[src/rtl/rd_resp_pkg.sv]
// rd_resp_pkg -- shared definitions for the rd_responder block.
//   state_t  : responder FSM state encoding (IDLE, WAIT, DATA)
//   DW_DEF   : default read/write data width
//   AW_DEF   : default address width (2**AW storage words)
//   WCFG_W   : width of the wait-state count (wait_cfg / cnt)
package rd_resp_pkg;

   typedef enum logic [1:0] {
      IDLE = 2'd0,
      WAIT = 2'd1,
      DATA = 2'd2
   } state_t;

   localparam int DW_DEF = 8;
   localparam int AW_DEF = 4;
   localparam int WCFG_W = 3;

endpackage

[src/rtl/rd_resp_mem.sv]
// rd_resp_mem -- 2**AW x DW register-array storage for rd_responder.
// One synchronous write port, one asynchronous (combinational) read port.
// Because the read is combinational and the write lands on the clock edge,
// a consumer that registers rd_data on the same edge as a write to the same
// address captures the old word.
// Ports:
//   clk     : clock, writes on rising edge
//   wr_en   : write strobe
//   wr_addr : write address
//   wr_data : write data
//   rd_addr : read address
//   rd_data : read data (combinational)
// Contents are intentionally not reset.
module rd_resp_mem #(
   parameter int DW = 8,
   parameter int AW = 4
) (
   input  logic          clk,
   input  logic          wr_en,
   input  logic [AW-1:0] wr_addr,
   input  logic [DW-1:0] wr_data,
   input  logic [AW-1:0] rd_addr,
   output logic [DW-1:0] rd_data
);

   logic [DW-1:0] mem [2**AW];

   always_ff @(posedge clk) begin
      if (wr_en) begin
         mem[wr_addr] <= wr_data;
      end
   end

   assign rd_data = mem[rd_addr];

endmodule

[src/rtl/rd_responder.sv]
// rd_responder -- read responder with programmable wait states.
// A read starts when rd is sampled high in IDLE: addr and wait_cfg are
// latched, ws is raised for exactly wait_cfg cycles, then the word is
// registered onto rdata with rvalid high until the initiator drops rd.
// Dropping rd during the wait states aborts the read.
// Ports:
//   clk      : clock
//   rst_n    : asynchronous active-low reset
//   rd       : read request (held until ws seen low)
//   addr     : read address, sampled at read start
//   wait_cfg : wait-state count 0..7, sampled at read start
//   wr_en    : storage write strobe
//   wr_addr  : storage write address
//   wr_data  : storage write data
//   ws       : registered wait-state flag
//   rdata    : registered read data
//   rvalid   : registered read-valid flag
//   rpar     : even parity of rdata (only with RD_RESP_PARITY_EN defined)
// Optional feature macro: RD_RESP_PARITY_EN adds the rpar output.
module rd_responder
   import rd_resp_pkg::*;
#(
   parameter int DW = DW_DEF,
   parameter int AW = AW_DEF
) (
   input  logic              clk,
   input  logic              rst_n,
   input  logic              rd,
   input  logic [AW-1:0]     addr,
   input  logic [WCFG_W-1:0] wait_cfg,
   input  logic              wr_en,
   input  logic [AW-1:0]     wr_addr,
   input  logic [DW-1:0]     wr_data,
   output logic              ws,
   output logic [DW-1:0]     rdata,
   output logic              rvalid
`ifdef RD_RESP_PARITY_EN
   ,
   output logic              rpar
`endif
);

   state_t            state;
   logic [WCFG_W-1:0] cnt;
   logic [AW-1:0]     addr_lat;
   logic [AW-1:0]     mem_addr;
   logic [DW-1:0]     mem_rdata;

   // Zero-wait reads load on the starting edge, before addr is latched,
   // so IDLE reads straight from the port.
   assign mem_addr = (state == IDLE) ? addr : addr_lat;

   rd_resp_mem #(
      .DW (DW),
      .AW (AW)
   ) u_mem (
      .clk     (clk),
      .wr_en   (wr_en),
      .wr_addr (wr_addr),
      .wr_data (wr_data),
      .rd_addr (mem_addr),
      .rd_data (mem_rdata)
   );

   always_ff @(posedge clk or negedge rst_n) begin
      if (!rst_n) begin
         state    <= IDLE;
         cnt      <= '0;
         addr_lat <= '0;
         ws       <= 1'b0;
         rdata    <= '0;
         rvalid   <= 1'b0;
`ifdef RD_RESP_PARITY_EN
         rpar     <= 1'b0;
`endif
      end else begin
         case (state)
            IDLE: begin
               if (rd) begin
                  addr_lat <= addr;
                  if (wait_cfg != '0) begin
                     ws    <= 1'b1;
                     cnt   <= wait_cfg;
                     state <= WAIT;
                  end else begin
                     ws     <= 1'b0;
                     rdata  <= mem_rdata;
                     rvalid <= 1'b1;
`ifdef RD_RESP_PARITY_EN
                     rpar   <= ^mem_rdata;
`endif
                     state  <= DATA;
                  end
               end
            end
            WAIT: begin
               if (!rd) begin
                  // Initiator abort: rdata deliberately left untouched.
                  ws     <= 1'b0;
                  rvalid <= 1'b0;
                  cnt    <= '0;
                  state  <= IDLE;
               end else if (cnt == WCFG_W'(1)) begin
                  ws     <= 1'b0;
                  cnt    <= '0;
                  rdata  <= mem_rdata;
                  rvalid <= 1'b1;
`ifdef RD_RESP_PARITY_EN
                  rpar   <= ^mem_rdata;
`endif
                  state  <= DATA;
               end else begin
                  cnt <= cnt - WCFG_W'(1);
               end
            end
            DATA: begin
               // Holding rd high here never restarts a read; IDLE must
               // see rd low first.
               if (!rd) begin
                  rvalid <= 1'b0;
                  state  <= IDLE;
               end
            end
            default: begin
               ws     <= 1'b0;
               rvalid <= 1'b0;
               cnt    <= '0;
               state  <= IDLE;
            end
         endcase
      end
   end

endmodule
[config.mk]
export PLATFORM = sky130hd
export DESIGN_NAME = rd_responder
export DESIGN_NICKNAME = d
export VERILOG_FILES = /design/src/rtl/rd_resp_pkg.sv /design/src/rtl/rd_resp_mem.sv /design/src/rtl/rd_responder.sv
export SDC_FILE = /design/constraint.sdc
export NUM_CORES = 1
export LEC_CHECK = 0
export CORE_MARGIN = 10
export CORE_UTILIZATION = 35
export CTS_BUF_LIST = sky130_fd_sc_hd__clkbuf_16
export DETAILED_ROUTE_END_ITERATION = 8
export GPL_TIMING_DRIVEN = 0
export HOLD_SLACK_MARGIN = 0.1
export MAX_ROUTING_LAYER = met4
export PLACE_DENSITY = 0.59
export SYNTH_ARGS = -nofsm -noshare
export SYNTH_HDL_FRONTEND = slang
export SYNTH_SLANG_ARGS = --single-unit
[constraint.sdc]
create_clock -name clk -period 2.7 [get_ports clk]
set_clock_uncertainty 0.1 [all_clocks]
set_input_delay 0.54 -clock clk [delete_from_list [all_inputs] [get_ports clk]]
set_output_delay 0.54 -clock clk [all_outputs]
set_load 0.1 [all_outputs]
# Word level (Yosys, flattened, before mapping)
# Memory sizes are Yosys's and may differ from the RTL's.
# Index checks and enable logic that the tools add are counted.
totals:
  input_bits: 23
  reg_bits: 19
  out_inout_bits: 10
  elab_cells: 58
  mem_count: 1
  mem_bits_rw: 128
op_classes:
  bitwise: 1
  n_reduce_logical: 9
  mux: 30
  addsub: 1
  n_eq_ne: 10
memory_table:
  columns: ["name", "depth", "width", "rd", "rd_ports_with_merged_regs", "wr", "line_no", "text"]
  rows:
  - ["u_mem.mem", 16, 8, 1, 0, 1, "rd_resp_mem.sv:26", "logic [DW-1:0] mem [2**AW];"]
op_table:
  columns: ["op", "n"]
  rows:
  - ["$mux 8", 4]
  - ["$pmux 8 s2", 1]
  - ["$mux 3", 4]
  - ["$mux 1", 11]
  - ["$mux 2", 5]
  - ["$ne 2x2->1 const B", 5]
  - ["$pmux 3 s3", 1]
  - ["$reduce_and 3->1", 3]
  - ["$pmux 1 s3", 2]
  - ["$pmux 2 s3", 1]
  - ["$reduce_and 5->1", 1]
  - ["$mux 4", 1]
  - ["$reduce_and 4->1", 1]
  - ["$eq 3x1->1 const B", 1]
  - ["$ne 3x3->1 const B", 1]
  - ["$reduce_bool 3->1", 1]
  - ["$sub 3x1->3 const B", 1]
  - ["$eq 2x1->1 const B", 1]
  - ["$eq 2x2->1 const B", 1]
  - ["$logic_not 2->1", 1]
  - ["$ne 2x1->1 const B", 1]
  - ["$reduce_and 2->1", 1]
  - ["$reduce_bool 2->1", 1]
  - ["$not 1->1", 1]

# Logic depth before layout (Yosys ltp)
# Gate-level depths: netlist of the first run.
# An unclocked memory read counts as a cell.
logic_depth:
  depth_word: 6
  depth_mapped: 9
  ltp_nobuf: 8

# Cells and area by module
# Synthesis of the first run repeated with hierarchy kept, for this count alone.
hier_totals:
  cells_unflattened: 289
  hier_area_um2: 5894.4
modules_own_cells:
  columns: ["mod", "area_per_inst_um2", "n_inst", "seq_area_each_um2", "cells_each"]
  rows:
  - ["rd_resp_mem", 4987.3, 1, 3843.7, 221]
  - ["rd_responder", 907.1, 1, 475.5, 68]

# Worst setup path before layout of the first run
# No wires, ideal clock.
synth_timing:
  path_kind: "in2reg"
  start: "in addr[2]"
  end: "reg rdata[0]"
  required_time_ns: 2.474
  stages: 7
  arrival_ns: 1.951
  path_buffers: 1
  setup_time_ns: 0.126
  slack_ns: 0.523
  path_cell_list: "clkbuf_1 nor4b_1 a31oi_1 o32ai_1 a31oi_1 and3_1 o32a_1"
synth_via:
  elab_chain_len: 5
  elab_cells_between_ends: 7
  classes_between: "mux (6); memory (1)"
synth_rtl:
  columns: ["element", "line_no", "text"]
  rows:
  - ["from (decl)", "rd_responder.sv:29", "input logic [AW-1:0] addr,"]
  - ["$mux 4 (*)", "rd_responder.sv:51", "assign mem_addr = (state == IDLE) ? addr : addr_lat;"]
  - ["$mem_v2 16x8 (*)", null, null]
  - ["$mux 8 (on tied branches)", "rd_responder.sv:103, rd_responder.sv:81", null]
  - ["$mux 8 (on tied branches)", "rd_responder.sv:97, rd_responder.sv:79", null]
  - ["$pmux 8 s2 (*)", "rd_responder.sv:77", "case (state)"]
  - ["to (signal assigned)", "rd_responder.sv:87", "rdata <= mem_rdata;"]
  - ["to (signal assigned)", "rd_responder.sv:106", "rdata <= mem_rdata;"]
  - ["to (decl)", "rd_responder.sv:35", "output logic [DW-1:0] rdata,"]
# Mark *: on every way between the ends. The rest lies on a longest branch, timed or not. The select of a mux whose other input is x is not followed.
# A chain may end at the register's enable or synchronous reset.

# Worst setup path in the final report of the first run
layout_timing:
  start: "reg rdata[4]"
  end: "out rdata[4]"
# No word-level cell between the ends.

==> results.rst, run 1 <==
.. list-table::
   :header-rows: 1

   * - Metric
     - Value
   * - Status
     - finished, final reports clean
   * - # setup viols final
     - 0
   * - Antenna violations before repair
     - 0
   * - Wire length of the first global-routing pass
     - 23.1 mm
   * - Worst-case reg-to-reg path depth
     - 8
   * - TritonCTS clock tree
     - yes
   * - Clock root cell
     - sky130_fd_sc_hd__clkbuf_16
   * - Top cell type by total area after synthesis
     - sky130_fd_sc_hd__edfxtp_1
   * - Clock input transition at the sequential cells of the worst setup and hold paths
     - 0.06 ns
   * - Max-capacitance violation count
     - 0
   * - Fillcell total
     - 1626
   * - Mapped Area
     - 0.00632 mm²
   * - Highest clock frequency the design can meet
     - 0.384 GHz
   * - Die X-Extent
     - 154 µm
   * - Share of synthesized flip-flops with an asynchronous set or reset
     - 12.9%
   * - Flip-flop and latch area
     - 0.00432 mm²
   * - Starting DRC count in detailed routing
     - 361
   * - Sink Count
     - 147
   * - H-Tree Depth
     - 4
   * - Ant. Diodes
     - 0
   * - Max incr delay on CP
     - 1.15 ns
   * - Share of synthesized area occupied by flip-flops and latches
     - 68.3%
   * - Power per unit of standard cell area
     - 1070 mW/mm²
   * - CTS Hold Buffers Added
     - 0
   * - Count of buffer and inverter cells on the critical path
     - 1
   * - Number of nets in the layout
     - 524
   * - Seq cells post-synth
     - 147
   * - Most frequent standard cell in the layout excluding fill and tap cells
     - sky130_fd_sc_hd__edfxtp_1
   * - Area of the multi-input gates
     - 0.00192 mm²
   * - Largest net degree at the start of global routing
     - 20
   * - Yosys warnings
     - 0
   * - Worst hold path class
     - flip-flop to flip-flop
   * - Count of nets left with antenna violations after detail routing
     - 0
   * - Synthesized instance count
     - 448
   * - Unrepaired setup endpoints after global routing
     - false
   * - Normalized max-slew margin
     - 13.1%
   * - Fin cells
     - 741
   * - Destination of the worst hold path
     - cnt[1]$_DFFE_PN0P_
   * - Critical path arrival
     - 1.96 ns
   * - Num CTS Buffers
     - 17
   * - Synth-to-Final Area Change
     - 19.9%
   * - Setup TNS
     - 0 ns
   * - DRC violation count after routing
     - 0
   * - FF-to-FF End
     - rdata[6]$_DFFE_PN0P_
   * - Start-to-end type of the worst setup path
     - flip-flop to output port
   * - GR Overflow Total
     - 0
   * - Die footprint
     - 0.0238 mm²
   * - Via count
     - 3964
   * - Fraction of the cycle the final worst path needs
     - 96.4%
   * - Critical path's slowest cell
     - sky130_fd_sc_hd__clkdlybuf4s50_1
   * - Post-synth cell types
     - 49
   * - Via count of the first global-routing pass
     - 3974
   * - Ratio of cells with drive above 1 in the final layout
     - 14.1%
   * - Standard cell core area
     - 0.0178 mm²
   * - R2R Setup Slk
     - 0.16 ns
   * - Syn Nets
     - 473
   * - Top_reg_cell synth
     - sky130_fd_sc_hd__edfxtp_1
   * - Final hold violations
     - 0
   * - Reg2Reg Launch Point
     - state[0]$_DFFE_PN0P_
   * - Met1 demand-to-capacity share in global routing
     - 16.4%
   * - Routability cong.
     - 0.828
   * - Number of top-level design ports
     - 33
   * - WL final
     - 15.1 mm
   * - Worst VDD drop
     - 0.000540 V
   * - Most Used Layer, Global Route
     - met2
   * - Post-route minimum period
     - 2.60 ns
   * - Total power
     - 8.10 mW
   * - Number of pins with negative max-slew slack in the final report
     - 0
   * - Mean number of vias per cell
     - 5.35
   * - Endpoint class of the critical path
     - output port
   * - Synthesized area divided by synthesized cell count
     - 14.1 µm²
   * - Placed wire-length estimate after detailed placement
     - 10.4 mm
   * - Total routing usage reported by global routing
     - 13.0%
   * - Worst-case clock buffer depth
     - 2
   * - Insertion delay to the later sink of the worst-skew pair
     - 0.42 ns
   * - Number of cells on the worst hold path
     - 2
   * - Start point of the worst hold path
     - cnt[1]$_DFFE_PN0P_
   * - Cell count after placement
     - 708
   * - Site row count
     - 49
   * - Leading cell types by total area after synthesis
     - sky130_fd_sc_hd__edfxtp_1 (61%), sky130_fd_sc_hd__mux2i_1 (8.7%), sky130_fd_sc_hd__dfrtp_1 (7.5%), sky130_fd_sc_hd__nand2_1 (3.1%), sky130_fd_sc_hd__nor2_1 (2.1%)
   * - Worst endpoint required time
     - 2.06 ns
   * - Crit start category
     - flip-flop
   * - Largest delay contributor family on the critical path
     - buffers and inverters
   * - Die Y
     - 154 µm
   * - Worst Max-Slew Pin Slew
     - 1.29 ns
   * - Routed wire length per instance
     - 20.4 µm
   * - Initial cell density of the core
     - 35.4%
   * - I/O Buffers
     - 31
   * - Ordered list of cells on the worst path
     - clkdlybuf4s50_1
   * - Leakage component of the power
     - 2.69 nW
   * - Commonest non-fill, non-tap cells in the layout
     - sky130_fd_sc_hd__edfxtp_1 (128), sky130_fd_sc_hd__mux2i_1 (54), sky130_fd_sc_hd__nand2_1 (52)
   * - GR met3 Demand/Resource
     - 2.47%
   * - Number of enable-type register cells in the synthesized netlist
     - 128
   * - DRT Pass-1 Iters
     - 5
   * - Fraction of post-synthesis cell area in the top cell type by area
     - 60.8%
   * - Met2 usage
     - 20.2%
   * - Highest fanout seen on the critical path
     - 2
==> worst max path at each step <==
| stage | depth (start not counted) | startpoint | end |
|---|---|---|---|
| 2_1_floorplan | 7 | addr[2] | rdata[0]$_DFFE_PN0P_ |
| 3_3_place_gp | 7 | addr[1] | rdata[3]$_DFFE_PN0P_ |
| 3_5_place_dp | 7 | addr[1] | rdata[3]$_DFFE_PN0P_ |
| 4_1_cts | 7 | state[0]$_DFFE_PN0P_ | rdata[0]$_DFFE_PN0P_ |
| 5_1_grt | 7 | state[0]$_DFFE_PN0P_ | rdata[7]$_DFFE_PN0P_ |
| 6_report | 1 | rdata[4]$_DFFE_PN0P_ | rdata[4] |
==> area by class of cell <==
class	count	share of cell area [%]
repair buffers	33	4.29
well taps	229	3.78
flip-flops and latches	147	57.0
clock buffers	17	5.61
clock inverters	15	2.06
plain buffers	20	1.68
multi-input cells	275	25.3
inverters	5	0.248
==> layer usage <==
metal	up-vias	wire [µm]
met5	-	0
met1	2002	6820
met3	22	612
met4	0	350
met2	104	7320
li1	1836	-
==> cell usage after synthesis (3+ instances only) <==
cell type,instances
sky130_fd_sc_hd__nor2_1,36
sky130_fd_sc_hd__nand2_1,52
sky130_fd_sc_hd__and3_1,6
sky130_fd_sc_hd__clkbuf_1,5
sky130_fd_sc_hd__o32a_1,6
sky130_fd_sc_hd__mux2i_1,55
sky130_fd_sc_hd__a31oi_1,9
sky130_fd_sc_hd__buf_2,11
sky130_fd_sc_hd__a21oi_1,14
sky130_fd_sc_hd__nand3_1,9
sky130_fd_sc_hd__nor3b_1,3
sky130_fd_sc_hd__o211ai_1,5
sky130_fd_sc_hd__nor3_1,9
sky130_fd_sc_hd__o221ai_1,6
sky130_fd_sc_hd__mux2_2,6
sky130_fd_sc_hd__a221oi_1,9
sky130_fd_sc_hd__nand3b_1,4
sky130_fd_sc_hd__dfrtp_1,19
sky130_fd_sc_hd__edfxtp_1,128
sky130_fd_sc_hd__inv_1,5
sky130_fd_sc_hd__o21ai_0,6
sky130_fd_sc_hd__nand2b_1,7
sky130_fd_sc_hd__o32ai_1,6
==> through the flow <==
stage / setup WS (ns) / instance area, µm² / util, % / hold WS (ns)
after global placement: -0.412 / 6920 / 38.8 / 0.367
final: 0.0975 / 7580 / 42.5 / 0.394
after CTS: -0.00428 / 7520 / 42.1 / 0.392
after detailed placement: -0.463 / 6920 / 38.8 / 0.378
after global routing: 0.0115 / 7580 / 42.5 / 0.424
after floorplan: 0.523 / 6320 / - / 0.144
==> repair_timing <==
| item | 4_1_cts | 5_1_grt |
|---|---|---|
| setup buffers | 0 | 1 |
| endpoints found under the setup margin | 5 | 15 |
| pin swaps | 0 | 0 |
| gates resized for setup | 4 | 12 |
==> flip-flops by register name (all words and copies together) (netlist names) <==
register / flops
addr_lat: 4
cnt: 3
rdata: 8
rvalid: 1
state: 2
u_mem.mem: 128
ws: 1
==> report_power, final <==
group | leakage [nW] | switching [mW] | total, mW | internal [mW]
clock | 0.281 | 0.921 | 2.28 | 1.36
sequential | 1.38 | 0.138 | 2.79 | 2.66
combinational | 1.03 | 2.00 | 3.03 | 1.03
total | 2.69 | 3.05 | 8.10 | 5.05
==> worst min-delay path, delay by kind of cell (launching register included) <==
| kind | cells | cell delay, ns |
|---|---|---|
| simple gates | 1 | 0.05 |
| compound gates | 1 | 0.06 |
| flops | 1 | 0.35 |
==> cell families (layout without fill, tap and decap cells) <==
group                      after synthesis  count (layout)  synth area share, %
DFF                                    147             147                 68.3
and+or+nand+nor                        137             137                 9.96
AOI/OAI and AO/OA                       72              72                 8.32
muxes                                   64              64                 10.7
buffers and inverters                   26              90                 2.26
adders and majority gates                2               2                0.396
Note: power is estimated with default switching activity, not from simulation.
==> run 2, diff against run 1 <==
MAX_ROUTING_LAYER = unset   (was met4)
SKIP_CTS_REPAIR_TIMING = 1   (was unset)
==> run 2 against run 1 <==
  * Non-clock buffer count stayed put
  * Largest cell class unchanged
  * Combinational power about the same
  * Critical path depth unchanged
  * First-iteration DRC count fell by 2.5%
  * Clock power hardly changed
  * Via count is essentially flat
  * Cell area unchanged
  * Total power is essentially flat
  * Wire length fell by 0.17%
  * Sequential power about the same
  * Core utilization unchanged
  * Hold slack about the same
==> results.rst, run 2 (synthesized netlist as in run 1, its figures left out) <==
.. list-table::
   :header-rows: 1

   * - Metric
     - Value
   * - Largest delay contributor family on the critical path
     - buffers and inverters
   * - Via count
     - 3963 (-0.025%)
   * - Worst-case reg-to-reg path depth
     - 7 (-1)
   * - Number of top-level design ports
     - 33 (unchanged)
   * - Ant. Diodes
     - 0 (unchanged)
   * - Start point of the worst hold path
     - cnt[1]$_DFFE_PN0P_
   * - Largest net degree at the start of global routing
     - 20 (unchanged)
   * - Antenna violations before repair
     - 0 (unchanged)
   * - Most frequent standard cell in the layout excluding fill and tap cells
     - sky130_fd_sc_hd__edfxtp_1
   * - Reg2Reg Launch Point
     - state[0]$_DFFE_PN0P_
   * - Num CTS Buffers
     - 17 (unchanged)
   * - Worst-case clock buffer depth
     - 2 (unchanged)
   * - Critical path arrival
     - 1.96 ns (about the same)
   * - Number of pins with negative max-slew slack in the final report
     - 0 (unchanged)
   * - Total power
     - 8.10 mW (about the same)
   * - Routability cong.
     - 0.817 (-1.4%)
   * - Leakage component of the power
     - 2.69 nW (unchanged)
   * - Number of nets in the layout
     - 524 (unchanged)
   * - Final hold violations
     - 0 (unchanged)
   * - Sink Count
     - 147 (unchanged)
   * - Mean number of vias per cell
     - 5.35 (about the same)
   * - Standard cell core area
     - 0.0178 mm² (unchanged)
   * - Destination of the worst hold path
     - cnt[1]$_DFFE_PN0P_
   * - GR Overflow Total
     - 0 (unchanged)
   * - Setup TNS
     - 0 ns (unchanged)
   * - Starting DRC count in detailed routing
     - 352 (-2.5%)
   * - Critical path's slowest cell
     - sky130_fd_sc_hd__clkdlybuf4s50_1
   * - Post-route minimum period
     - 2.60 ns (-0.000621 ns)
   * - Max-capacitance violation count
     - 0 (unchanged)
   * - DRC violation count after routing
     - 0 (unchanged)
   * - Worst hold path class
     - flip-flop to flip-flop
   * - Total routing usage reported by global routing
     - 12.7% (-0.37 points)
   * - Highest clock frequency the design can meet
     - 0.384 GHz (about the same)
   * - R2R Setup Slk
     - 0.13 ns (-0.03 ns)
   * - Synth-to-Final Area Change
     - 19.9% (unchanged)
   * - WHS
     - 0.393 ns (-0.0000920 ns)
   * - Count of buffer and inverter cells on the critical path
     - 1 (unchanged)
   * - Unrepaired setup endpoints after global routing
     - false
   * - Share of the core filled with cells in the final layout
     - 42.5% (unchanged)
   * - Clock root cell
     - sky130_fd_sc_hd__clkbuf_16
   * - Max incr delay on CP
     - 1.15 ns (about the same)
   * - Number of cells on the worst hold path
     - 2 (unchanged)
   * - WL final
     - 15.1 mm (-0.17%)
   * - Ordered list of cells on the worst path
     - clkdlybuf4s50_1
   * - Ratio of cells with drive above 1 in the final layout
     - 14.1% (unchanged)
   * - Routed wire length per instance
     - 20.3 µm (-0.17%)
   * - Largest register FFs
     - 128 (unchanged)
   * - DRT Pass-1 Iters
     - 5 (unchanged)
   * - Placed wire-length estimate after detailed placement
     - 10.4 mm (unchanged)
   * - Power per unit of standard cell area
     - 1070 mW/mm² (about the same)
   * - Fraction of the cycle the final worst path needs
     - 96.4% (about the same)
   * - Die footprint
     - 0.0238 mm² (unchanged)
   * - Crit start category
     - flip-flop
   * - Worst Max-Slew Pin Slew
     - 1.28 ns (-0.0175 ns)
   * - Normalized max-slew margin
     - 14.3% (+1.2 points)
   * - Status
     - finished, final reports clean
   * - Fillcell total
     - 1626 (unchanged)
   * - Initial cell density of the core
     - 35.4% (unchanged)
   * - Insertion delay to the later sink of the worst-skew pair
     - 0.42 ns (about the same)
   * - Site row count
     - 49 (unchanged)
   * - Endpoint class of the critical path
     - output port
   * - Fin cells
     - 741 (unchanged)
   * - TritonCTS clock tree
     - yes
   * - Worst endpoint required time
     - 2.06 ns (about the same)
   * - I/O Buffers
     - 31 (unchanged)
   * - Count of nets left with antenna violations after detail routing
     - 0 (unchanged)
   * - Commonest non-fill, non-tap cells in the layout
     - sky130_fd_sc_hd__edfxtp_1 (128), sky130_fd_sc_hd__mux2i_1 (54), sky130_fd_sc_hd__nand2_1 (52)
   * - Via count of the first global-routing pass
     - 3956 (-0.45%)
   * - FF-to-FF End
     - rdata[7]$_DFFE_PN0P_
   * - Die X-Extent
     - 154 µm (unchanged)
   * - Cell count after placement
     - 708 (unchanged)
   * - Top Registers
     - u_mem.mem x128, rdata x8, addr_lat x4
   * - Wire length of the first global-routing pass
     - 23.0 mm (-0.21%)
   * - Worst VDD drop
     - 0.000539 V (about the same)
   * - Die Y
     - 154 µm (unchanged)
   * - Register with the highest flop count
     - u_mem.mem
   * - # setup viols final
     - 0 (unchanged)
   * - H-Tree Depth
     - 4 (unchanged)
   * - Highest fanout seen on the critical path
     - 2 (unchanged)
   * - Start-to-end type of the worst setup path
     - flip-flop to output port
   * - Clock input transition at the sequential cells of the worst setup and hold paths
     - 0.06 ns (about the same)
## run 2: cell counts in the layout (fill, tap and decap cells not counted)
Identical to the previous run, type by type.
## run 2: layout make-up
class | instances | area (µm²) | share of cell area, %
plain buffers | 20 | 128 | 1.68
inverters | 5 | 18.8 | 0.248
multi-input cells | 275 | 1920 | 25.3
clock inverters | 15 | 156 | 2.06
clock buffers | 17 | 425 | 5.61
well taps | 229 | 287 | 3.78
repair buffers | 33 | 325 | 4.29
flip-flops and latches | 147 | 4320 | 57.0
## run 2: how the worst max path moves through the flow
stage / startpoint / slack [ns] / end / depth (start not counted)
after floorplan: addr[2] / 0.52 / rdata[0]$_DFFE_PN0P_ / 7
after global placement: addr[1] / -0.41 / rdata[3]$_DFFE_PN0P_ / 7
after detailed placement: addr[1] / -0.46 / rdata[3]$_DFFE_PN0P_ / 7
after CTS: state[1]$_DFFE_PN0P_ / -0.11 / rdata[3]$_DFFE_PN0P_ / 7
after global routing: state[0]$_DFFE_PN0P_ / 0.01 / rdata[7]$_DFFE_PN0P_ / 7
final: rdata[4]$_DFFE_PN0P_ / 0.1 / rdata[4] / 1
## run 2: through the flow
step,setup WS [ns],cell area (µm²)
floorplan,0.523,6320
global placement,-0.412,6920
detailed placement,-0.463,6920
CTS,-0.106,7500
global route,0.0115,7580
finish,0.0981,7580
## run 2: metal layers
metal	routed length, µm	GRT usage [%]
met1	6570	16.2
met4	335	5.53
met2	7310	20.1
met5	0	0
met3	859	2.80
## run 2: power by group
group	internal [mW]	switching, mW	total, mW
sequential	2.66	0.138	2.79
combinational	1.03	2.00	3.03
clock	1.36	0.914	2.28
total	5.05	3.05	8.10
